[config.mk]
export PLATFORM = sky130hd
export DESIGN_NAME = des_uart_cmd_engine
export DESIGN_NICKNAME = d
export VERILOG_FILES = /design/src/rtl/des_uart_cmd_engine.sv
export SDC_FILE = /design/constraint.sdc
export NUM_CORES = 1
export LEC_CHECK = 0
export ABC_AREA = 1
export CAP_MARGIN = 40
export CELL_PAD_IN_SITES_DETAIL_PLACEMENT = 0
export CELL_PAD_IN_SITES_GLOBAL_PLACEMENT = 1
export CORE_MARGIN = 2
export CORE_UTILIZATION = 41
export CTS_CLUSTER_DIAMETER = 150
export DETAILED_ROUTE_END_ITERATION = 10
export PLACE_DENSITY = 0.93
export SYNTH_ARGS = -nofsm -noshare
export SYNTH_HDL_FRONTEND = slang
export SYNTH_SLANG_ARGS = --single-unit
[constraint.sdc]
create_clock -name Clk -period 10.6 [get_ports Clk]
set_clock_uncertainty 0.2 [all_clocks]
set_input_delay 3.18 -clock Clk [delete_from_list [all_inputs] [get_ports Clk]]
set_output_delay 3.18 -clock Clk [all_outputs]
set_load 0.005 [all_outputs]
[src/rtl/des_uart_cmd_engine.sv]
// des_uart_cmd_engine: UART host-command framing engine in front of a block-cipher core
// Ports: Clk/Rst (async, active high); i_fRx/i_RxData UART RX byte strobe;
//   i_fTxReady/i_fTxDone and o_fTx/o_TxData UART TX byte handshake;
//   o_CmdValid/i_CmdReady/o_CmdOp/o_CmdData command to core; i_fCoreDone/i_CoreData core result;
//   o_Busy high outside IDLE; o_DropCnt saturating count of bytes received while not parsing.
module des_uart_cmd_engine #(
  parameter int DW = 64,
  parameter int TIMEOUT = 100000,
  parameter logic [7:0] OP_SETKEY = 8'h00,
  parameter logic [7:0] OP_ENC = 8'h02,
  parameter logic [7:0] OP_DEC = 8'h03
) (
  input  logic          Clk,
  input  logic          Rst,
  input  logic          i_fRx,
  input  logic [7:0]    i_RxData,
  input  logic          i_fTxReady,
  input  logic          i_fTxDone,
  output logic          o_fTx,
  output logic [7:0]    o_TxData,
  output logic          o_CmdValid,
  input  logic          i_CmdReady,
  output logic [1:0]    o_CmdOp,
  output logic [DW-1:0] o_CmdData,
  input  logic          i_fCoreDone,
  input  logic [DW-1:0] i_CoreData,
  output logic          o_Busy,
  output logic [7:0]    o_DropCnt
);
  localparam int NB = DW / 8;
  localparam int CW = $clog2(NB + 1);
  localparam int TW = $clog2(TIMEOUT);
  typedef enum logic [2:0] {IDLE, PAYLOAD, ISSUE, WAIT, TX_STAT, TX_DATA} state_t;
  state_t r_state, w_next;
  logic [1:0]    r_op;
  logic [CW-1:0] r_cnt;
  logic [TW-1:0] r_timer;
  logic [DW-1:0] r_data, r_res;
  logic [7:0]    r_stat, r_TxData, r_drop;
  logic          r_out, r_fTx;
  logic          w_op_ok, w_last, w_tmo, w_tx_go, w_done;
  logic [1:0]    w_op_code;
  assign w_op_ok   = i_RxData == OP_SETKEY || i_RxData == OP_ENC || i_RxData == OP_DEC;
  assign w_op_code = i_RxData == OP_ENC ? 2'd1 : i_RxData == OP_DEC ? 2'd2 : 2'd0;
  assign w_last    = r_cnt == CW'(NB - 1);
  assign w_tmo     = r_timer == TW'(TIMEOUT - 1);
  // r_out tracks a byte handed to UART_TX whose done strobe has not yet come back
  assign w_tx_go   = i_fTxReady && !r_out;
  assign w_done    = i_fTxDone && r_out;
  assign o_fTx      = r_fTx;
  assign o_TxData   = r_TxData;
  assign o_CmdValid = r_state == ISSUE;
  assign o_CmdOp    = r_op;
  assign o_CmdData  = r_data;
  assign o_Busy     = r_state != IDLE;
  assign o_DropCnt  = r_drop;
  always_ff @(posedge Clk or posedge Rst)
    if (Rst) r_state <= IDLE;
    else r_state <= w_next;
  always_comb begin
    w_next = r_state;
    case (r_state)
      IDLE:    if (i_fRx) w_next = w_op_ok ? PAYLOAD : TX_STAT;
      PAYLOAD: w_next = i_fRx ? (w_last ? ISSUE : PAYLOAD) : (w_tmo ? TX_STAT : PAYLOAD);
      ISSUE:   if (i_CmdReady) w_next = WAIT;
      WAIT:    if (i_fCoreDone) w_next = TX_STAT;
      TX_STAT: if (w_done) w_next = (r_op == 2'd0 || r_stat != 8'h00) ? IDLE : TX_DATA;
      TX_DATA: if (w_done && w_last) w_next = IDLE;
      default: w_next = IDLE;
    endcase
  end
  always_ff @(posedge Clk or posedge Rst)
    if (Rst) begin
      r_op     <= '0;
      r_cnt    <= '0;
      r_timer  <= '0;
      r_data   <= '0;
      r_res    <= '0;
      r_stat   <= '0;
      r_TxData <= '0;
      r_drop   <= '0;
      r_out    <= 1'b0;
      r_fTx    <= 1'b0;
    end else begin
      r_fTx <= 1'b0;
      if (i_fRx && r_state != IDLE && r_state != PAYLOAD && r_drop != 8'hFF) r_drop <= r_drop + 8'd1;
      case (r_state)
        // status preset to bad-opcode; only reaches the host if the opcode is rejected
        IDLE: if (i_fRx) begin
          r_op    <= w_op_code;
          r_cnt   <= '0;
          r_timer <= '0;
          r_stat  <= 8'hE0;
        end
        // status preset to timeout; overwritten by the core result on a completed frame
        PAYLOAD: if (i_fRx) begin
          r_data  <= {r_data[DW-9:0], i_RxData};
          r_cnt   <= r_cnt + 1'b1;
          r_timer <= '0;
        end else begin
          r_timer <= r_timer + 1'b1;
          r_stat  <= 8'hE1;
        end
        WAIT: if (i_fCoreDone) begin
          r_res  <= i_CoreData;
          r_stat <= 8'h00;
        end
        TX_STAT, TX_DATA: begin
          if (w_tx_go) begin
            r_fTx    <= 1'b1;
            r_out    <= 1'b1;
            r_TxData <= r_state == TX_STAT ? r_stat : r_res[DW-1 -: 8];
          end
          if (w_done) begin
            r_out <= 1'b0;
            r_cnt <= r_state == TX_STAT ? '0 : r_cnt + 1'b1;
            if (r_state == TX_DATA) r_res <= r_res << 8;
          end
        end
        default: ;
      endcase
    end
endmodule

Yosys cells after proc, flatten, opt, wreduce, memory -nomap -nowiden
Index checks and enable logic that the tools add are counted.

operators by class
  add/sub/neg operators = 3
  multiplexer cells = 34
  reduce and logical (&&, ||, !) cells = 30
  equal/unequal tests = 20

operator list
  kind                                                  number
  two-way mux 64 bit                                    3
  one-hot mux 64 bit (2 select lines)                   1
  two-way mux 17 bit                                    2
  one-hot mux 17 bit (2 select lines)                   1
  two-way mux 8 bit                                     4
  two-way mux 3 bit                                     9
  one-hot mux 8 bit (3 select lines)                    1
  one-hot mux 3 bit (6 select lines)                    1
  adder 17 x 1 -> 17 bit (second input constant)        1
  equality test 17 bit (second input constant)          1
  equality test 8 x 2 -> 1 bit (second input constant)  2
  two-way mux 4 bit                                     4
  inequality test 2 bit (second input constant)         8
  one-hot mux 4 bit (3 select lines)                    1
  AND reduction 4 bit                                   3
  AND reduction 2 bit                                   5
  nonzero test 3 bit                                    3
  adder 8 x 1 -> 8 bit (second input constant)          1
  logical NOT 8 bit                                     1
  inequality test 8 bit (second input constant)         1
  nonzero test 8 bit                                    1
  equality test 3 x 2 -> 1 bit (second input constant)  2
  equality test 3 bit (second input constant)           2
  logical AND 1 bit                                     6
  other kinds (14)                                      23

word-level totals
  logic and storage cells = 98
  register bits = 180
  bits of input ports = 79
  output and inout bits = 85

Logic depth before layout (Yosys ltp)
  word-level depth = 6
  gate-level depth with buffers = 12
  mapped depth without buffers = 10

Worst setup path before layout
No wires, ideal clock.

  path type = input -> register
  from = input port i_fRx
  to = register r_data[10] (netlist: o_CmdData[10])
  setup time = 0.130 ns
  stages on the path = 7
  data arrival time = 3.900 ns
  slack = 6.370 ns
  path buffers = 2
  required time = 10.270 ns
  cells stage by stage = inv_1 > nor2_8 > inv_2 > buf_4 > buf_2 > nand2_1 > o21ai_1

on the way
  longest elaborated chain between the ends = 1

ends and longest elaborated chain
  what                                  line  text
  from (decl)                           15    input logic i_fRx,
  AND reduction 2 bit (no source line)  n/a
  to (signal assigned)                  97    r_data <= {r_data[DW-9:0], i_RxData};
  to (decl)                             38    logic [DW-1:0] r_data, r_res;

No other way between the ends.
A chain may end at the register's enable or synchronous reset.

Final worst setup path
  from = register r_state[2]
  to = output port o_CmdValid

on the way
  longest elaborated chain between the ends = 1

ends and longest elaborated chain
  what                          line  text
  from (decl)                   34    state_t r_state, w_next;
  from (signal assigned)        59    else r_state <= w_next;
  equality test 3 x 2 -> 1 bit  52    assign o_CmdValid = r_state == ISSUE;
  to (decl)                     21    output logic o_CmdValid,

No other way between the ends.

==> metrics <==
status=complete, no violations; htree depth=4; nets@finish=1222; slew at the pin closest to its max-slew limit=715 ps; Final period util=roughly half; clk sinks=roughly 170; dpl cell area=~0.0099 mm²; post-route cell area=0.0105 mm²; internal power=between 1.5 and 2 mW; Clock Tree Buf Depth=2; Max Clock Freq=between 150 and 200 MHz; Synth-to-Final Area Change=30.2%; ant diodes=0; drt total wl=18700 µm; Final Max Slew Viols=0; Die Height=144 µm; Final setup viols=0; io pins=164; initial antenna violation count=0; placed wire-length estimate=13000 µm; row count=51; power share of the sequential group=39.6%; cts-stage hold buffer count=0; Switching Share=between 30% and 40%; Core ar.=0.0194 mm²; total track usage=a little under a fifth; Overflow after GRT=0; clock power share=24.1%; vias in the first global route=6393; NetSw=0.920 mW; post-DR vias/cell=~4.7; setup TNS=0 ps; largest family of logic cells by synthesized area=simple AND/OR/NAND/NOR gates; CTS tree=built; First-pass DRT Iterations=5; setup bufs post-CTS=0; Die X=144 µm; global-route wire length before repair=31400 µm; type of origin of the critical path=flip-flop; Seq/Total Area, Yosys=53.9%; Gate power share=36.2%; post-route minimum period=5240 ps; multiplexer share of the synthesized area=0%; Vias=6730; Max Fanout on Critical Path=9; total power=2.70 mW; fill count=1837; Skew-Pair Late Insertion Delay=~420 ps; Synth Area in Simple Gates=19.9%; port buffer count=about 160; flops & latches, synth=174; Reg clk slew, reported paths=70 ps; Mapped Cells=~1000; RSZ-0062 raised after global routing=no; share of layout cells above drive strength 1=a little over 5%; die area=0.0208 mm²; largest net degree at the start of global routing=93; post-detailed-route count of antenna-violating nets=0; syn_nets=1075; CP arrival=1860 ps; CTS Buf Count=17; post-synthesis cell type count=33; Critical Path RT=about 7200 ps; Peak VDD IR=130 µV; class of the worst hold path=flip-flop to flip-flop; Util after Layout=54.2%; Syn Area/Cell=roughly 8.1 µm²; PD cells=about 260 mW/mm²; YS warnings=0; Final Hold Fails=0; Post-CTS Resized=0; gpl congestion=0.832; Final Non-Filler Cells=between 1000 and 1500; Worst Setup End Kind=primary output; Slew headroom=52.3%; Root Driver=clkbuf_16; max-cap violations=0; xor/xnor share of the synthesized area=0.759%; Starting Density=41.6%; Compound-Gate Fraction of Synth Area=between 10 and 15%; Post-route DRC=0; cell leakage power=around 4.9 nW; mapped cell area=0.00808 mm²; Crit Path Class=flip-flop to primary output; Initial DRC Count=298; wire per inst=13.2 µm; adder-cell area share of the yosys netlist=0.465%; cell count after placement=around 1400
## final timing paths
kind / from / slack [ps] / endpoint / cells after the start
min in group asynchronous: Rst / 2820 / r_res[0] / 2
max in group asynchronous: Rst / 5970 / r_cnt[0] / 5
max: r_state[2] / 5360 / o_CmdValid / 4
min reg2reg: o_CmdData[56] / 270 / o_CmdData[56] / 2
min: o_CmdData[56] / 270 / o_CmdData[56] / 2
max reg2reg: r_state[1] / 8030 / o_CmdData[57] / 8
## flip-flops by register name (all words and copies together), names as in the netlist
| name | cells |
|---|---|
| o_CmdData | 64 |
| r_res | 64 |
| r_timer | 17 |
| o_DropCnt | 8 |
| o_TxData | 8 |
| r_cnt | 4 |
| r_state | 3 |
| o_CmdOp | 2 |
| r_stat | 2 |
| o_fTx | 1 |
| r_out | 1 |
## cell type report
class	instances	area, µm²	area share, %
Multi-Input combinational cell	639	2920	27.8
Clock buffer	19	433	4.12
Clock inverter	13	179	1.70
Sequential cell	174	4350	41.4
Timing Repair Buffer	171	1780	16.9
Inverter	137	523	4.97
Tap cell	265	332	3.15
## per-stage QoR
stage / worst slack [ps] / hold WS [ps]
floorplan: 2500 / 264
global placement: 4770 / 255
detailed placement: 4920 / 257
CTS: 5350 / 274
global route: 5120 / 295
finish: 5360 / 269
## synth_stat cells
cell type / count / area, µm²
a31oi_1: 6 / 37.5
nor2_4: 2 / 22.5
a22o_1: 3 / 26.3
inv_2: 6 / 22.5
nand2_2: 4 / 25.0
buf_4: 5 / 37.5
buf_2: 17 / 85.1
nand4_1: 5 / 31.3
ha_1: 3 / 37.5
or2_2: 2 / 12.5
buf_6: 12 / 135
o21ai_1: 92 / 460
nor2_2: 1 / 6.26
a21oi_2: 2 / 17.5
nor2_8: 1 / 20.0
nand2_4: 1 / 11.3
o31ai_1: 5 / 37.5
o22ai_1: 6 / 37.5
o21ai_0: 102 / 510
dfrtp_1: 174 / 4350
clkinv_1: 1 / 3.75
nor2_1: 40 / 150
inv_1: 129 / 484
a21oi_1: 16 / 80.1
nand2_1: 305 / 1140
xor2_1: 5 / 43.8
nand3b_1: 1 / 7.51
xnor2_1: 2 / 17.5
clkbuf_1: 8 / 30.0
nor3_1: 10 / 50.1
buf_1: 1 / 3.75
inv_4: 1 / 6.26
nand3_1: 25 / 125
## cells by family after synthesis
logic type,after synthesis
AND/OR/NAND/NOR,397
AO/OA/AOI/OAI,232
buffers and inverters,180
flip-flops,174
XOR/XNOR,7
adder cells (fa/ha/maj),3
## layout by cell type, fill, tap and decap left out, types with 2 or more instances in the layout
cell type / instances
clkbuf_1: 2
buf_4: 3
clkinvlp_4: 2
inv_8: 3
clkinv_4: 2
buf_16: 3
clkbuf_16: 17
or2_2: 2
xnor2_1: 2
dfrtp_1: 174
a22o_1: 3
clkinv_2: 2
a21oi_1: 16
xor2_1: 5
buf_12: 2
clkdlybuf4s50_1: 163
nand4_1: 5
o21ai_0: 102
a31oi_1: 6
nand3_1: 25
nor2_4: 2
ha_1: 3
nand2_1: 305
inv_1: 128
o21ai_1: 92
nor2_1: 40
nand2_2: 4
inv_6: 3
o22ai_1: 6
bufinv_16: 3
o31ai_1: 5
nor3_1: 10
inv_2: 5
## layer usage
layer / vias to the layer above / part of all wire (%) / global-route usage (%)
met2: 150 / 47 / 29.8
met1: 3088 / 45 / 25.8
met5: - / 0 / 0
li1: 3454 / - / -
met3: 38 / 4.9 / 4.60
met4: 0 / 2.7 / 7.05
## power groups by stage
stage	sequential (mW)	clock, mW	combinational (mW)
floorplan	1.06	0	0.569
global placement	1.08	0	0.954
detailed placement	1.08	0	0.986
CTS	1.07	0.666	0.995
global route	1.10	0.696	1.11
finish	1.07	0.652	0.978
## critical path, stage by stage, from the launching register on
cell             delay, ps
dfrtp_1                530
inv_4                  140
nand3_1                140
inv_1                  120
clkdlybuf4s50_1        510
(Power assumes the default switching activity.)
